==> config.mk <==
export PLATFORM = sky130hd
export DESIGN_NAME = rotated_imm_encoder
export DESIGN_NICKNAME = d
export VERILOG_FILES = /design/src/rtl/rot_imm_pkg.sv /design/src/rtl/rot_candidate_check.sv /design/src/rtl/rotated_imm_encoder.sv
export SDC_FILE = /design/constraint.sdc
export NUM_CORES = 1
export LEC_CHECK = 0
export CORE_UTILIZATION = 65
export CTS_BUF_LIST = sky130_fd_sc_hd__clkbuf_8
export CTS_CLUSTER_SIZE = 16
export DETAILED_ROUTE_END_ITERATION = 8
export PLACE_DENSITY_LB_ADDON = 0.2
export SLEW_MARGIN = 25
export SYNTH_ARGS = -nofsm -noshare
export SYNTH_HDL_FRONTEND = slang
export SYNTH_SLANG_ARGS = --single-unit
==> constraint.sdc <==
create_clock -name clk -period 6.3 [get_ports clk]
set_input_delay 1.575 -clock clk [delete_from_list [all_inputs] [get_ports clk]]
set_output_delay 1.575 -clock clk [all_outputs]
set_load 0.03 [all_outputs]
==> src/rtl/rot_imm_pkg.sv <==
// Shared types, widths and helpers for the rotated-immediate encoder.
package rot_imm_pkg;

    localparam int unsigned DATA_W          = 32;
    localparam int unsigned ROT_W           = 4;
    localparam int unsigned IMM8_W          = 8;
    localparam int unsigned IMM12_W         = ROT_W + IMM8_W;
    localparam int unsigned CNT_W           = 5;
    localparam int unsigned SHAMT_W         = 5;
    localparam int unsigned CAND_LAST_PLAIN = 15;
    localparam int unsigned CAND_LAST_INV   = 31;

    typedef enum logic {
        ST_IDLE   = 1'b0,
        ST_SEARCH = 1'b1
    } state_e;

    typedef struct packed {
        logic [ROT_W-1:0]  rot;
        logic [IMM8_W-1:0] imm8;
    } imm12_t;

    // Rotate left; k==0 is handled separately so we never shift by DATA_W.
    function automatic logic [DATA_W-1:0] rol32(input logic [DATA_W-1:0] x,
                                                input logic [SHAMT_W-1:0] k);
        logic [SHAMT_W:0] rk;
        if (k == SHAMT_W'(0)) begin
            return x;
        end
        rk = (SHAMT_W+1)'(DATA_W) - {1'b0, k};
        return (x << k) | (x >> rk);
    endfunction

endpackage

==> src/rtl/rot_candidate_check.sv <==
// Tests one (operand, rotation) candidate: does ROL(x, 2r) fit in 8 bits?
module rot_candidate_check
    import rot_imm_pkg::*;
(
    input  logic [DATA_W-1:0] x_i,
    input  logic [ROT_W-1:0]  r_i,
    output logic              hit_o,
    output logic [IMM8_W-1:0] imm8_o,
    output logic              carry_o
);

    logic [DATA_W-1:0] rotated;

    always_comb begin
        rotated = rol32(x_i, {r_i, 1'b0});
        hit_o   = (rotated[DATA_W-1:IMM8_W] == (DATA_W-IMM8_W)'(0));
        imm8_o  = rotated[IMM8_W-1:0];
        // Expanded immediate equals x_i, so its MSB is x_i[31] for nonzero rotations.
        carry_o = (r_i != ROT_W'(0)) ? x_i[DATA_W-1] : 1'b0;
    end

endmodule

==> src/rtl/rotated_imm_encoder.sv <==
// Iterative inverse of the immediate shifter-operand decode: one candidate per clock.
module rotated_imm_encoder
    import rot_imm_pkg::*;
#(
    parameter bit ALLOW_INVERT = 1'b1
) (
    input  logic               clk,
    input  logic               reset_n,
    input  logic               start,
    input  logic [DATA_W-1:0]  value,
    output logic               busy,
    output logic               done,
    output logic               valid,
    output logic [IMM12_W-1:0] imm12,
    output logic               inverted,
    output logic               carry_out
);

    localparam logic [CNT_W-1:0] CAND_LAST =
        ALLOW_INVERT ? CNT_W'(CAND_LAST_INV) : CNT_W'(CAND_LAST_PLAIN);

    state_e            state_q, state_d;
    logic [CNT_W-1:0]  cnt_q, cnt_d;
    logic [DATA_W-1:0] val_q, val_d;
    logic              busy_q, busy_d;
    logic              done_q, done_d;
    logic              valid_q, valid_d;
    imm12_t            imm12_q, imm12_d;
    logic              inverted_q, inverted_d;
    logic              carry_q, carry_d;

    logic [DATA_W-1:0] operand;
    logic              cand_hit;
    logic [IMM8_W-1:0] cand_imm8;
    logic              cand_carry;

    assign operand = cnt_q[CNT_W-1] ? ~val_q : val_q;

    rot_candidate_check u_check (
        .x_i     (operand),
        .r_i     (cnt_q[ROT_W-1:0]),
        .hit_o   (cand_hit),
        .imm8_o  (cand_imm8),
        .carry_o (cand_carry)
    );

    // Next-state and result logic; done is a single-cycle pulse by default-low.
    always_comb begin
        state_d    = state_q;
        cnt_d      = cnt_q;
        val_d      = val_q;
        busy_d     = busy_q;
        done_d     = 1'b0;
        valid_d    = valid_q;
        imm12_d    = imm12_q;
        inverted_d = inverted_q;
        carry_d    = carry_q;

        case (state_q)
            ST_IDLE: begin
                if (start) begin
                    state_d    = ST_SEARCH;
                    val_d      = value;
                    cnt_d      = CNT_W'(0);
                    busy_d     = 1'b1;
                    valid_d    = 1'b0;
                    imm12_d    = imm12_t'(0);
                    inverted_d = 1'b0;
                    carry_d    = 1'b0;
                end
            end
            ST_SEARCH: begin
                if (cand_hit) begin
                    state_d      = ST_IDLE;
                    busy_d       = 1'b0;
                    done_d       = 1'b1;
                    valid_d      = 1'b1;
                    imm12_d.rot  = cnt_q[ROT_W-1:0];
                    imm12_d.imm8 = cand_imm8;
                    inverted_d   = cnt_q[CNT_W-1];
                    carry_d      = cand_carry;
                end else if (cnt_q == CAND_LAST) begin
                    state_d    = ST_IDLE;
                    busy_d     = 1'b0;
                    done_d     = 1'b1;
                    valid_d    = 1'b0;
                    imm12_d    = imm12_t'(0);
                    inverted_d = 1'b0;
                    carry_d    = 1'b0;
                end else begin
                    cnt_d = cnt_q + CNT_W'(1);
                end
            end
            default: state_d = ST_IDLE;
        endcase
    end

    always_ff @(posedge clk) begin
        if (!reset_n) begin
            state_q    <= ST_IDLE;
            cnt_q      <= CNT_W'(0);
            val_q      <= DATA_W'(0);
            busy_q     <= 1'b0;
            done_q     <= 1'b0;
            valid_q    <= 1'b0;
            imm12_q    <= imm12_t'(0);
            inverted_q <= 1'b0;
            carry_q    <= 1'b0;
        end else begin
            state_q    <= state_d;
            cnt_q      <= cnt_d;
            val_q      <= val_d;
            busy_q     <= busy_d;
            done_q     <= done_d;
            valid_q    <= valid_d;
            imm12_q    <= imm12_d;
            inverted_q <= inverted_d;
            carry_q    <= carry_d;
        end
    end

    assign busy      = busy_q;
    assign done      = done_q;
    assign valid     = valid_q;
    assign imm12     = imm12_q;
    assign inverted  = inverted_q;
    assign carry_out = carry_q;

endmodule

# Yosys cells after proc, flatten, opt, wreduce, memory -nomap -nowiden

Index checks and enable logic that the tools add are counted.

Register bits: 55
Input bits: 35
Output and inout port bits: 17
Word-level logic and storage cells: 59

Add/sub/neg operators: 2
Equality and inequality tests: 5
Shift-type cells: 2
Mux-type cells: 30
Bitwise operators: 3
Reduce and logical (&&, ||, !) cells: 7

Operators by type and width:

| operator              | count |
|---|---|
| $mux W32              | 3 |
| $mux W12              | 3 |
| $not A32 Y32          | 1 |
| $or A32 B32 Y32       | 1 |
| $shl A32 B5 Y32       | 1 |
| $shr A32 B6 Y32       | 1 |
| $logic_not A24 Y1     | 1 |
| $pmux W12 S2          | 1 |
| $mux W5               | 3 |
| $mux W1               | 14 |
| $pmux W1 S2           | 5 |
| $pmux W5 S2           | 1 |
| $ne A2 B2 Y1 const B  | 3 |
| $reduce_and A2 Y1     | 3 |
| $sub A6 B5 Y6 const A | 1 |
| $add A5 B1 Y5 const B | 1 |
| $eq A5 B5 Y1 const B  | 1 |
| $logic_not A4 Y1      | 1 |
| $reduce_bool A4 Y1    | 1 |
| $ne A3 B1 Y1 const B  | 1 |
| $reduce_and A3 Y1     | 1 |
| $not A1 Y1            | 1 |

# Logic depth before layout (Yosys ltp)

Depth in word-level cells: 8
Mapped depth: 17
Mapped depth without buffers: 11

# Hierarchy

From an unflattened synthesis, not the netlist that was laid out.

Cell total of the unflattened synthesis: 611
Area, all modules: 5127.4 sq um

By module, submodules not included:

| module              | times used | cells each | area an instance (sq um) | seq. area each (sq um) |
|---|---|---|---|---|
| rot_candidate_check | 1          | 358        | 2771.4                   | 0.0 |
| rotated_imm_encoder | 1          | 253        | 2356.0                   | 1101.1 |

# Worst setup path before layout

No wires, ideal clock.

Path kind: register to register
From: reg cnt_q[1]
To: reg carry_q, in the netlist carry_out
Setup time: 0.139 ns
Arrival time: 3.837 ns
Data required time: 6.161 ns
Path slack: 2.324 ns
Cell stages (with the launch flop): 15
Buffers on the path: 5
Period minus slack after synthesis: 3.976 ns
Path through: dfxtp_1 -> clkbuf_1 -> inv_1 -> clkbuf_1 -> ha_1 -> buf_2 -> inv_1 -> clkbuf_1 -> nor2_1 -> a221o_1 -> o221a_1 -> or4b_1 -> o41ai_4 -> buf_6 -> o32ai_2

Cells in the longest elaborated chain, start to end: 7
Elaborated cells between the ends (all ways): 15
Those cells by class: add/sub: 1; eq/ne: 2; shift: 2; mux: 5; bitwise: 1; reduce/logical: 4

RTL lines:

| element                                                 | line                       | source |
|---|---|---|
| from (decl)                                             | rotated_imm_encoder.sv:23  | `logic [CNT_W-1:0] cnt_q, cnt_d;` |
| from (signal assigned)                                  | rotated_imm_encoder.sv:111 | `cnt_q <= cnt_d;` |
| $sub A6 B5 Y6                                           | rot_imm_pkg.sv:30          | `rk = (SHAMT_W+1)'(DATA_W) - {1'b0, k};` |
| $shr A32 B6 Y32                                         | rot_imm_pkg.sv:31          | `return (x << k) \| (x >> rk);` |
| $or A32 B32 Y32                                         | rot_imm_pkg.sv:31          |  |
| $mux W32                                                | rot_imm_pkg.sv:30          |  |
| $logic_not A24 Y1                                       | rot_candidate_check.sv:16  | `hit_o = (rotated[DATA_W-1:IMM8_W] == (DATA_W-IMM8_W)'(0));` |
| $mux W1 / $ne A3 B1 Y1 (equally long branches)          | -                          |  |
| $pmux W1 S2 / $reduce_and A2 Y1 (equally long branches) | -                          |  |
| to (signal assigned)                                    | rotated_imm_encoder.sv:118 | `carry_q <= carry_d;` |
| to (decl)                                               | rotated_imm_encoder.sv:30  | `logic carry_q, carry_d;` |

Several ways; a longest one is shown, not always the timed one.
A chain may end at the register's enable or synchronous reset.

# Worst setup path in the final report

From: reg cnt_q[0]
To: reg imm12_q (netlist bit imm12[11])

Cells in the longest elaborated chain, start to end: 7
Elaborated cells between the ends (all ways): 13
Those cells by class: add/sub: 1; eq/ne: 2; shift: 2; mux: 4; bitwise: 1; reduce/logical: 3

RTL lines:

| element                                                  | line                       | source |
|---|---|---|
| $sub A6 B5 Y6                                            | rot_imm_pkg.sv:30          |  |
| $shr A32 B6 Y32                                          | rot_imm_pkg.sv:31          |  |
| $or A32 B32 Y32                                          | rot_imm_pkg.sv:31          |  |
| $mux W32                                                 | rot_imm_pkg.sv:30          |  |
| $logic_not A24 Y1                                        | rot_candidate_check.sv:16  |  |
| $mux W12 / $ne A3 B1 Y1 (equally long branches)          | -                          |  |
| $pmux W12 S2 / $reduce_and A2 Y1 (equally long branches) | -                          |  |
| to (signal assigned)                                     | rotated_imm_encoder.sv:106 | `imm12_q <= imm12_t'(0);` |
| to (signal assigned)                                     | rotated_imm_encoder.sv:116 | `imm12_q <= imm12_d;` |
| to (decl)                                                | rotated_imm_encoder.sv:28  | `imm12_t imm12_q, imm12_d;` |

Several ways; a longest one is shown, not always the timed one.

==> metrics.yaml <==
status:
  outcome: "complete, no violations"
timing:
  setup_viol: 0
  period_share_pct: 74.7
  worstMarginPinSlew_ns: 0.949
  fin_ws_ns: 1.60
  maxSlewHeadroom_pct: 36.7
  clock_skew_ns: 0.0115
  tns_ns: 0
  period_needed_ns: 4.70
  hold_viol: 0
  fmax_mhz: 213
  slew_violations: 0
  rsz0062_at_grt: "no"
  hold_slack_ns: 0.490
setup_path:
  crit_fanout: 37
  cp.required_ns: 6.50
  critical_path_class: "register to register"
  crit_path_max_incr_delay_ns: 0.70
  end_kind: "register"
  timing.critical_path.buf_inv: 3
  path_cells: "inv_2, ha_1, xor2_2, buf_4, mux4_2, nor2_1, nor4_1, or4b_1, o41ai_4, buf_4, o22ai_1"
  crit_family: "buffers and inverters"
  cp.arrival_ns: 4.91
  crit_slowest_cell: "dfxtp_4"
  crit_top_cell: "buf_4"
  cp-start-kind: "register"
power:
  fin_total_pwr_mw: 1.16
  p_per_area_mw_per_mm2: 172
  peakVddDrop_v: 0.000111
  power.leakage_nw: 2.35
floorplanning:
  placementRows: 35
  ios: 52
  start_util_pct: 67.7
  die_h_um: 100
  die_area_mm2: 0.0101
  die_x_um: 100
  core_mm2: 0.00928
synth:
  synth_area_per_cell_um2: 7.79
  ys_top_cells_by_area: "dfxtp_1 18%, mux4_2 12%, nand2_1 7.5%, mux2i_1 5.9%, xnor2_1 4.3%"
  postSynth.asyncResetShare_pct: 0
  yosysTopAreaCellShare_pct: 17.5
  synth_edf_count: 0
  yosysWarnings: 0
  synth.ff_latch_count: 55
  syn_area_mm2: 0.00629
  synth_top_area_cell: "dfxtp_1"
  synth_fp_nets: 845
  yosys_most_used_dff: "dfxtp_1"
  ys_types: 85
  synth_most_common_cell: "nand2_1"
  synth_common_cells: "125 x nand2_1, 57 x nor2_1, 55 x dfxtp_1"
  yosysSeqAreaShare_pct: 17.5
  synthCells: 807
placed_design:
  port-buffer-count: 51
  dp_hpwl_mm: 15.1
  dpl_cell_area_mm2: 0.00664
  pre_cts_slack_ns: 1.73
  routabilityCongestion: 1.15
layout:
  area.growth.synth_to_final_pct: 7.18
  layout-drive-gt1-share_pct: 13.6
  insertedDiodeCount: 0
  nNetsFinal: 830
  n_fill_cell: 709
  final_area_mm2: 0.00674
detailed_routing:
  drc: 0
  first_pass_iters: 7
  vias_per_cell: 7.11
  drtAntennaViolNets: 0
  routed_wl_mm: 20.2
  drtIter0Drc: 962
  wire_per_inst_um: 21.9
  dr_total_vias: 6553
clocking:
  clkSinkCount: 55
  htree_levels: 2
  ctsResizeCount: 0
  postCtsSetupBuffers: 0
  cts_buffer_depth: 2
  insertion_delay_ns: 0.32
  path_clk_slew_ns: 0.11
  clock-root-buffer: "clkbuf_8"
  cts_tree: "built"
  cts_buffers: 5
  cts_hold_buf: 0
global_routing:
  grt_first_pass_wirelength_mm: 31.6
  grt-ovfl-total: 0
  grt_usage_pct: 40.6
  antenna_found_initial: 0
  grt_max_degree: 80
  grt_pass1_vias: 5775
job:
  drv_cap: 0
min_path:
  hold_path_class: "register to register"
==> where the power goes <==
group | switching [mW] | internal (mW) | leakage [nW]
Sequential | 0.0467 | 0.363 | 0.450
Clock | 0.127 | 0.0806 | 0.0461
Combinational | 0.317 | 0.224 | 1.86
==> layout by cell type (no fill, tap or decap), drive strengths merged, types with 21 or more instances in the layout <==
cell type	synthesis	layout
nand2	126	126
a21boi	34	34
o21ai	29	29
mux4	33	33
dfxtp	55	55
nor2	57	57
inv	20	21
nand3	26	26
xnor2	31	31
nor3	30	30
clkdlybuf4s50	0	51
a21oi	41	41
mux2i	37	37
==> worst register-to-register path, delay by kind of cell, from the launching register on <==
family	cells	cell delay (ns)
buffers and inverters	3	1.05
AND/OR/NAND/NOR	3	0.77
flip-flops	1	0.70
XOR/XNOR	1	0.64
multiplexers	1	0.52
adder cells (fa/ha/maj)	1	0.51
AO/OA/AOI/OAI	2	0.40
==> routing by layer <==
layer  vias up  GRT usage, %  wire [µm]
li1       2916             -          -
met5         -             0          0
met3       128          7.73       2670
met1      2938          55.4       7540
met4         0          17.2       1220
met2       571          63.1       8730
==> stage by stage <==
stage | std cells | util, %
finish | 922 | 72.6
global route | 922 | 72.6
CTS | 922 | 72.5
detailed placement | 914 | 71.5
global placement | 914 | 71.5
floorplan | 807 | -
==> sequential cells by signal, summed over array words and instances, names as in the netlist <==
name and count:
done 1, busy 1, val_q 32, inverted 1, cnt_q 5, imm12 12
valid 1, state_q 1, carry_out 1
==> logic make-up (layout without fill, tap and decap cells) <==
kind of cell / after synthesis / in the layout / share of synthesized area [%]
simple gates: 318 / 318 / 24.3
compound gates: 200 / 200 / 23.4
buf+inv: 107 / 93 / 8.10
mux: 87 / 87 / 20.8
flops: 55 / 55 / 17.5
xor+xnor: 37 / 37 / 5.27
fa+ha+maj: 3 / 3 / 0.597
==> worst paths after layout <==
check / cells past startpoint / end / slack, ns / from
worst min register to register: 2 / imm12[6] / 0.49 / imm12[6]
worst min-delay path: 2 / imm12[6] / 0.49 / imm12[6]
worst max-delay path: 11 / imm12[11] / 1.60 / cnt_q[0]
worst max register to register: 11 / imm12[11] / 1.60 / cnt_q[0]
==> cell type report <==
| type | instances | area [µm²] | share of cell area, % |
|---|---|---|---|
| clock buffer | 5 | 68.8 | 1.02 |
| clock inverter | 3 | 23.8 | 0.353 |
| inverter | 21 | 78.8 | 1.17 |
| multi-input combinational | 645 | 4690 | 69.6 |
| sequential | 55 | 1110 | 16.4 |
| tap | 129 | 161 | 2.40 |
| timing repair buffer | 64 | 608 | 9.02 |
Note: power is estimated with default switching activity, not from simulation.
